File: src/rtl/idle_rate_match.sv
// 64b/66b elastic buffer. It deletes idle blocks when the buffer runs high and inserts idles when it runs low,
// and it emits a loss-of-sync block when a pull finds the buffer empty.
module idle_rate_match #(
  parameter int          DEPTH     = 16,
  parameter int          HIGH_MARK = 12,
  parameter int          LOW_MARK  = 4,
  parameter logic [7:0]  IDLE_TYPE = 8'h1E,
  parameter int          CNT_W     = 16
) (
  input  logic                     clk,
  input  logic                     rst_n,
  input  logic [63:0]              in_dat,
  input  logic [1:0]               in_sh,
  input  logic                     in_val,
  input  logic                     rm_en,
  input  logic                     out_rdy,
  output logic [63:0]              out_dat,
  output logic [1:0]               out_sh,
  output logic                     out_val,
  output logic [$clog2(DEPTH):0]   level,
  output logic                     ovf,
  input  logic                     clr_stats,
  output logic [CNT_W-1:0]         ins_cnt,
  output logic [CNT_W-1:0]         del_cnt,
  output logic [CNT_W-1:0]         ovf_cnt,
  output logic [CNT_W-1:0]         unf_cnt
);
  localparam int AW = $clog2(DEPTH);
  localparam int LW = AW + 1;
  localparam logic [LW-1:0] DEPTH_L = LW'(DEPTH);
  localparam logic [LW-1:0] HIGH_L  = LW'(HIGH_MARK);
  localparam logic [LW-1:0] LOW_L   = LW'(LOW_MARK);
  localparam logic [65:0]   IDLE_BLK = {2'b01, 56'h0, IDLE_TYPE};

  // Handshake: in_val has no back-pressure, so the buffer accepts, deletes or drops a block in the same cycle.
  // out_rdy is a pull strobe: every cycle with out_rdy loads exactly one block into out_*, and out_val flags that load one cycle later.

  logic [65:0]   mem [DEPTH];
  logic [AW-1:0] wr_ptr, rd_ptr;
  logic          prev_in_idle, last_out_idle, ins_prev;

  logic          in_idle, del, wr_try, full, wr, drop;
  logic          ins, pop, unf;
  logic [65:0]   rd_blk;

  function automatic logic [CNT_W-1:0] bump(input logic [CNT_W-1:0] c,
                                            input logic ev, input logic clr);
    if (clr) return '0;
    if (ev && (c != '1)) return c + 1'b1;
    return c;
  endfunction

  always_comb begin
    in_idle = (in_sh == 2'b01) && (in_dat[7:0] == IDLE_TYPE);
    del     = rm_en && in_val && in_idle && prev_in_idle && (level >= HIGH_L);
    wr_try  = in_val && !del;
    full    = (level == DEPTH_L);
    // Insertions never occur back-to-back. This guarantees that residual entries always drain.
    ins     = out_rdy && rm_en && last_out_idle && !ins_prev && (level <= LOW_L);
    pop     = out_rdy && !ins && (level != '0);
    unf     = out_rdy && !ins && (level == '0);
    // A pop in the same cycle frees a slot, so a full buffer can still accept the block.
    wr      = wr_try && (!full || pop);
    drop    = wr_try && full && !pop;
    if (ins)      rd_blk = IDLE_BLK;
    else if (pop) rd_blk = mem[rd_ptr];
    else          rd_blk = '0;
  end

  always_ff @(posedge clk) begin
    if (wr) mem[wr_ptr] <= {in_sh, in_dat};
  end

  always_ff @(posedge clk or negedge rst_n) begin
    if (!rst_n) begin
      wr_ptr        <= '0;
      rd_ptr        <= '0;
      level         <= '0;
      prev_in_idle  <= 1'b0;
      last_out_idle <= 1'b0;
      ins_prev      <= 1'b0;
      out_dat       <= '0;
      out_sh        <= '0;
      out_val       <= 1'b0;
      ovf           <= 1'b0;
      ins_cnt       <= '0;
      del_cnt       <= '0;
      ovf_cnt       <= '0;
      unf_cnt       <= '0;
    end else begin
      if (wr)  wr_ptr <= wr_ptr + 1'b1;
      if (pop) rd_ptr <= rd_ptr + 1'b1;
      if (wr && !pop)      level <= level + 1'b1;
      else if (pop && !wr) level <= level - 1'b1;
      if (in_val) prev_in_idle <= in_idle;
      out_val <= out_rdy;
      if (out_rdy) begin
        ins_prev      <= ins;
        {out_sh, out_dat} <= rd_blk;
        last_out_idle <= (rd_blk[65:64] == 2'b01) && (rd_blk[7:0] == IDLE_TYPE);
      end
      if (clr_stats) ovf <= 1'b0;
      else if (drop) ovf <= 1'b1;
      ins_cnt <= bump(ins_cnt, ins,  clr_stats);
      del_cnt <= bump(del_cnt, del,  clr_stats);
      ovf_cnt <= bump(ovf_cnt, drop, clr_stats);
      unf_cnt <= bump(unf_cnt, unf,  clr_stats);
    end
  end
endmodule

File: config.mk
export PLATFORM = sky130hd
export DESIGN_NAME = idle_rate_match
export DESIGN_NICKNAME = d
export VERILOG_FILES = /design/src/rtl/idle_rate_match.sv
export SDC_FILE = /design/constraint.sdc
export NUM_CORES = 1
export LEC_CHECK = 0
export ABC_CLOCK_PERIOD_IN_PS = 6500
export CAP_MARGIN = 30
export CORE_UTILIZATION = 35
export DETAILED_ROUTE_END_ITERATION = 7
export PLACE_DENSITY = 0.62
export SKIP_LAST_GASP = 1
export SYNTH_ARGS = -nofsm -noshare
export SYNTH_HDL_FRONTEND = slang
export SYNTH_SLANG_ARGS = --single-unit
File: constraint.sdc
create_clock -name clk -period 6.5 [get_ports clk]
set_clock_uncertainty 0.1 [all_clocks]
set_input_delay 1.95 -clock clk [delete_from_list [all_inputs] [get_ports clk]]
set_output_delay 1.95 -clock clk [all_outputs]
set_load 0.02 [all_outputs]
==> results.md, run 1 <==
- Area of the die: between 0.1 and 0.15 mm^2
- Min Tclk post-route: about 5.1 ns
- Global-route usage over all layers: 0.159
- Layout Nets: around 2500
- WL per Instance: around 25 um
- Period utilization: 0.784
- Worst EP required: ~7.0 ns
- Worst-Margin Slew: between 0.9 and 1 ns
- Max-slew violation count: 0
- CTS H-tree depth: 3
- Worst hold stages: 1
- Via count of the first global-routing pass: approximately 23000
- Die W: between 300 and 400 um
- Post-detail-place hpwl: between 60000 and 70000 um
- Share of post-route cells with drive strength above 1: 0.243
- #FFs+latches synth: 1204
- Post-CTS Hold Buffers: 0
- Largest net degree at the start of global routing: between 100 and 150
- Fmax: just under 0.2 GHz
- Total wire length: 106000 um
- Max Buffers Root-to-Sink: 3
- Syn_area_per_cell: ~22 um^2
- Initial antenna violation count: 8
- PD cells: around 420 mW/mm^2
- Skew-Pair Late Insertion Delay: 0.70 ns
- Core Footprint: ~0.13 mm^2
- Post-route DRC: 0
- CTS tree: done
- Seq/Total Area, Yosys: 0.767
- Area Overhead vs Synth: 18.7%
- Cells after synthesis: 2091
- # IOs: between 200 and 250
- Die Y-Extent: 365 um
- Cts repair resizes: 0
- Post-synth EDFFs: roughly 1100
- CP endpoint kind: register
- Total grt overflow: 0
- Async SR Flop Fraction: 0.123
- Unique cell type count in the Yosys netlist: between 60 and 70
- Port bufs: 208
- Reg clk slew, reported paths: around 0.06 ns
- Vias per cell: between 5 and 6
- Pre-antenna DRT Iters: 7
- CP startpoint kind: input port
- Setup TNS: 0 ns
- Leak: ~18 nW
- Post-CTS setup buffers: 0
- MaxCap Viol Count: 0
- Rows: between 100 and 150
- Post-Layout Cell Count: around 4200
- VDD IR max: ~230 uV
- Min-Delay Path Class: register to register
- Initial Util: 0.355
- Final Hold Vio Count: 0
- Critical path type: input port to register
- Dpl cells: around 4000
- CTS root buf: clkbuf_16
- Synth warn: 0
- Max transition margin: 0.348
- Via count: between 20000 and 25000
- Mapped Nets: 2177
- GP Congestion: 0.780
- Largest fanout on the critical path: 17
- Status: finished clean
- Top_reg_cell synth: edfxtp_1
- Inserted Clock Buffers: 120
- Setup-failing EPs final: 0
- Critical path arrival: approximately 5.6 ns
- Iteration-0 DRC Markers: around 1900
- Clk sink count: about 1200
- Post-route ant nets: 0
- Worst r2r path cells: 7
- Unrepaired setup endpoints after global routing: no
- First-pass GRT wire length: between 150000 and 200000 um
- Mapped Area: ~0.046 mm^2
==> cell type report <==
cell class | count | area [um^2]
fill | 11200 | 75300
sequential | 1204 | 35400
multi-input combinational | 768 | 10400
clock buffer | 172 | 3420
timing repair buffer | 271 | 2820
tap | 1742 | 2180
clock inverter | 54 | 503
inverter | 15 | 56.3
antenna | 2 | 5.00
==> worst max-delay path: stages <==
cell,delay [ns]
clkdlybuf4s50_1,0.81
nand4bb_1,0.26
nor4_2,0.43
buf_4,0.21
nand2_1,0.05
and3_1,0.35
ha_1,0.31
inv_1,0.14
ha_1,0.29
a21o_1,0.20
a21oi_1,0.18
xnor2_1,0.15
nor2_1,0.07
xor2_1,0.14
==> Yosys cell counts (14+ instances only) <==
master    count  area (um^2)
mux4_2      320         7210
nand2_1      36          135
nor3_1       14         70.1
xnor2_1      36          315
dfrtp_1     148         3700
clkbuf_1     59          221
xor2_1       28          245
nor2_1       90          338
edfxtp_1   1056        31700
buf_2        30          150
nand3_1      26          130
a22o_1       63          552
==> metal layers <==
layer / global-route usage / routed length [um]
met5: 0 / 45
met4: 0.0317 / 1720
met3: 0.0328 / 6570
met2: 0.266 / 52600
met1: 0.215 / 44900
==> state kept, by name (all words and copies together), names as in the netlist <==
signal         cells
mem             1056
out_dat           64
del_cnt           16
ins_cnt           16
ovf_cnt           16
unf_cnt           16
level              5
rd_ptr             4
wr_ptr             4
out_sh             2
ins_prev           1
last_out_idle      1
out_val            1
ovf                1
prev_in_idle       1
==> metrics by stage <==
stage,util,instance area [um^2],hold WS (ns),power [mW],setup slack [ns]
6_report,0.421,54800,0.393,23.0,1.41
5_1_grt,0.421,54800,0.426,23.9,1.25
4_1_cts,0.421,54800,0.396,23.3,1.46
3_5_place_dp,0.391,50900,0.386,16.4,0.733
3_3_place_gp,0.390,50800,0.378,16.3,0.758
2_1_floorplan,-,46200,0.354,14.0,0.0937
==> cells by family after synthesis <==
family | count (synthesis) | synth area share
compound gates | 121 | 0.0214
xor+xnor | 64 | 0.0121
fa+ha+maj | 14 | 0.00395
buf+inv | 119 | 0.0106
flops | 1204 | 0.767
mux | 331 | 0.158
simple gates | 238 | 0.0267
==> final timing paths <==
check | start | to | slack [ns]
max | in_dat[3] | level[4]$_DFFE_PN0P_ | 1.41
min | out_sh[0]$_DFFE_PN0P_ | out_sh[0]$_DFFE_PN0P_ | 0.39
max reg2reg | rd_ptr[0]$_DFFE_PN0N_ | last_out_idle$_DFFE_PN0P_ | 2.90
min reg2reg | out_sh[0]$_DFFE_PN0P_ | out_sh[0]$_DFFE_PN0P_ | 0.39
max in group asynchronous | rst_n | out_dat[14]$_DFFE_PN0P_ | 3.91
min in group asynchronous | rst_n | ins_cnt[6]$_DFFE_PN0P_ | 1.23
==> layout by cell type, fill, tap and decap left out, drive strengths merged, types with 11 or more instances in the layout <==
| cell | count |
|---|---|
| nand4 | 11 |
| a22o | 63 |
| nor2 | 90 |
| nor3 | 14 |
| clkbuf | 172 |
| ha | 13 |
| clkinv | 39 |
| nand2 | 36 |
| mux4 | 320 |
| o21ai | 11 |
| xnor2 | 36 |
| edfxtp | 1056 |
| buf | 65 |
| xor2 | 28 |
| dfrtp | 148 |
| a21oi | 13 |
| clkdlybuf4s50 | 206 |
| nand3 | 26 |
| inv | 20 |
| and4 | 11 |
==> power breakdown <==
part           internal, mW  switching, mW
sequential             9.35          0.471
clock                  3.94           2.88
combinational          3.04           3.30
total                  16.3           6.65
No activity file was read; power rests on OpenSTA's default activity.
==> run 2: changes to the inputs <==
Settings changed: ABC_CLOCK_PERIOD_IN_PS 6500 to 4150.
Clock period 6.5 ns to 4.15 ns, I/O delays scaled along.
==> run 2 against run 1 <==
  * Sequential power up 58%
  * Setup slack worse by 0.84 ns
  * Flip-flop and latch count unchanged
  * Worst hold slack better by 0.00063 ns
  * Design area up 1.4%
  * Core utilization up 0.57 points
  * Non-clock buffer count up 32
  * Sequential share of layout area down 0.87 points
  * First-iteration DRC count down 4.9%
  * Clock-buffer cell count down 18
  * Final cell count up 0.78%
  * Critical endpoint unchanged
==> results.md, run 2 (synthesis results as in run 1) <==
- Skew-Pair Late Insertion Delay: 0.72 ns (+0.02 ns)
- Largest net degree at the start of global routing: 97 (-18%)
- Final Cell Area: 0.0556 mm^2 (+1.4%)
- GP Congestion: 0.801 (+2.8%)
- Inserted Clock Buffers: 120 (unchanged)
- Total wire length: 107000 um (+1.4%)
- Post-route ant nets: 0 (unchanged)
- Commonest non-fill, non-tap cells in the layout: 1056 x edfxtp_1, 320 x mux4_2, 206 x clkdlybuf4s50_1
- Max reg flops: 1056 (unchanged)
- Place WS: -0.126 ns (-0.859 ns)
- Post-Layout Cell Count: 4261 (+0.78%)
- Area Overhead vs Synth: 20.4%
- Core Footprint: 0.130 mm^2 (unchanged)
- Initial antenna violation count: 12 (+4)
- Area of the die: 0.133 mm^2 (unchanged)
- Die W: 365 um (unchanged)
- Total Power: 36.3 mW (+58%)
- Comb pwr share: 0.273 (-0.003)
- Placed standard-cell area: 0.0516 mm^2 (+1.4%)
- Global-route usage over all layers: 0.161 (+0.00221)
- Cts repair resizes: 0 (unchanged)
- Leak: 18.0 nW (+1.7%)
- Total grt overflow: 0 (unchanged)
- Crit-path leading delay family: buffers and inverters
- Post-CTS setup buffers: 0 (unchanged)
- Final Hold Vio Count: 0 (unchanged)
- Max-slew violation count: 0 (unchanged)
- Seq pwr share: 0.426 (about the same)
- CP startpoint kind: input port
- Pre-antenna DRT Iters: 6 (-1)
- Worst-Margin Slew: 0.994 ns (+0.0202 ns)
- Max Buffers Root-to-Sink: 3 (unchanged)
- CTS H-tree depth: 3 (unchanged)
- Diode count: 0 (-2)
- Initial Util: 0.355 (unchanged)
- Post-CTS Hold Buffers: 0 (unchanged)
- Min Tclk post-route: 3.59 ns
- Die Y-Extent: 365 um (unchanged)
- Vias per cell: 5.22 (+0.84%)
- CP endpoint kind: register
- Commonest non-fill, non-tap cell in the layout: edfxtp_1
- Worst EP required: 4.63 ns (-2.33 ns)
- Reg clk slew, reported paths: 0.06 ns (about the same)
- # IOs: 209 (unchanged)
- Post-detail-place hpwl: 61700 um (-2.2%)
- Most flop-heavy register: mem
- Fin util: 0.427 (+0.00573)
- Final critical-path setup slack: 0.562 ns (-0.845 ns)
- VDD IR max: 614 uV (+160%)
- Max transition margin: 0.338 (-0.0106)
- R2R setup slack: 0.87 ns (-2.03 ns)
- Via count of the first global-routing pass: 23600 (+1.8%)
- Unrepaired setup endpoints after global routing: no
- Critical path type: input port to register
- CTS root buf: clkbuf_16
- Rows: 132 (unchanged)
- Clk sink count: 1204 (unchanged)
- Min-Delay Path Class: register to register
- PD cells: 654 mW/mm^2 (+56%)
- Buf/Inv on CP: 3 (unchanged)
- Crit path max-delay cell type: clkdlybuf4s50_1
- Iteration-0 DRC Markers: 1814 (-4.9%)
- Critical path's largest stage delay: 0.52 ns (-0.29 ns)
- Dpl cells: 4032 (+0.85%)
- Setup TNS: 0 ns (unchanged)
- Switching pwr: 10.4 mW (+57%)
- Switching Share: 0.287 (-0.00278)
- Port bufs: 208 (unchanged)
- Int Power: 25.9 mW (+59%)
- Worst Hold Slack: 0.394 ns (+0.000627 ns)
- CTS tree: done
- CP cell instances: clkdlybuf4s50_1 -> or4b_4 -> o31ai_4 -> nor2_4 -> clkinv_1 -> ha_1 -> inv_1 -> fa_1 -> a21o_1 -> a21oi_1 -> xnor2_1 -> nor2_1 -> xor2_1
- Top flop regs: mem: 1056 flops, out_dat: 64 flops
- Share of post-route cells with drive strength above 1: 0.255 (+0.0121)
- Fmax: between 0.2 and 0.3 GHz
- Critical path arrival: 4.07 ns (-1.49 ns)
- Post-route DRC: 0 (unchanged)
- Status: finished clean
- Via count: 22200 (+1.6%)
- Setup-failing EPs final: 0 (unchanged)
- Clock power frac: 0.301 (+0.004)
- Period utilization: 0.864
- Layout Nets: 2498 (+1.3%)
- WL per Instance: 25.2 um (+0.61%)
- First-pass GRT wire length: 158000 um (+0.93%)
- Largest fanout on the critical path: 3 (-14)
- MaxCap Viol Count: 0 (unchanged)
-- run 2: per-layer routing --
metal	wire length [um]	GRT usage
met5	121	0
met3	5930	0.0313
met4	1960	0.0367
met2	53000	0.268
met1	46200	0.219
-- run 2: power groups by stage --
stage               clock network [mW]  logic, mW  registers, mW
global route                      11.6       10.6           15.6
detailed placement                   0       10.1           15.7
floorplan                            0       6.24           15.7
finish                            10.9       9.92           15.5
global placement                     0       10.0           15.7
CTS                               11.2       10.2           15.5
-- run 2: cell type report --
type | count | area (um^2)
fillers | 11200 | 74600
flip-flops and latches | 1204 | 35400
multi-input cells | 768 | 10400
repair buffers | 303 | 3460
clock buffers | 154 | 3260
well taps | 1742 | 2180
clock inverters | 75 | 768
inverters | 15 | 57.6
-- run 2: worst reg2reg max path, stage by stage (launching register included) --
cell     delay (ns)
dfrtp_1        0.47
or4_1          0.61
or3b_1         0.41
and3_1         0.22
ha_1           0.23
inv_1          0.12
ha_1           0.26
a21o_1         0.20
a21oi_1        0.22
xnor2_1        0.14
nor2_1         0.06
xor2_1         0.15
-- run 2: final timing paths --
check	start	endpoint	cells after the start
max	rm_en	level[4]$_DFFE_PN0P_	13
min	prev_in_idle$_DFFE_PN0P_	prev_in_idle$_DFFE_PN0P_	1
max reg2reg	level[3]$_DFFE_PN0P_	level[4]$_DFFE_PN0P_	11
min reg2reg	prev_in_idle$_DFFE_PN0P_	prev_in_idle$_DFFE_PN0P_	1
max in group asynchronous	rst_n	out_dat[56]$_DFFE_PN0P_	2
min in group asynchronous	rst_n	ins_cnt[5]$_DFFE_PN0P_	1
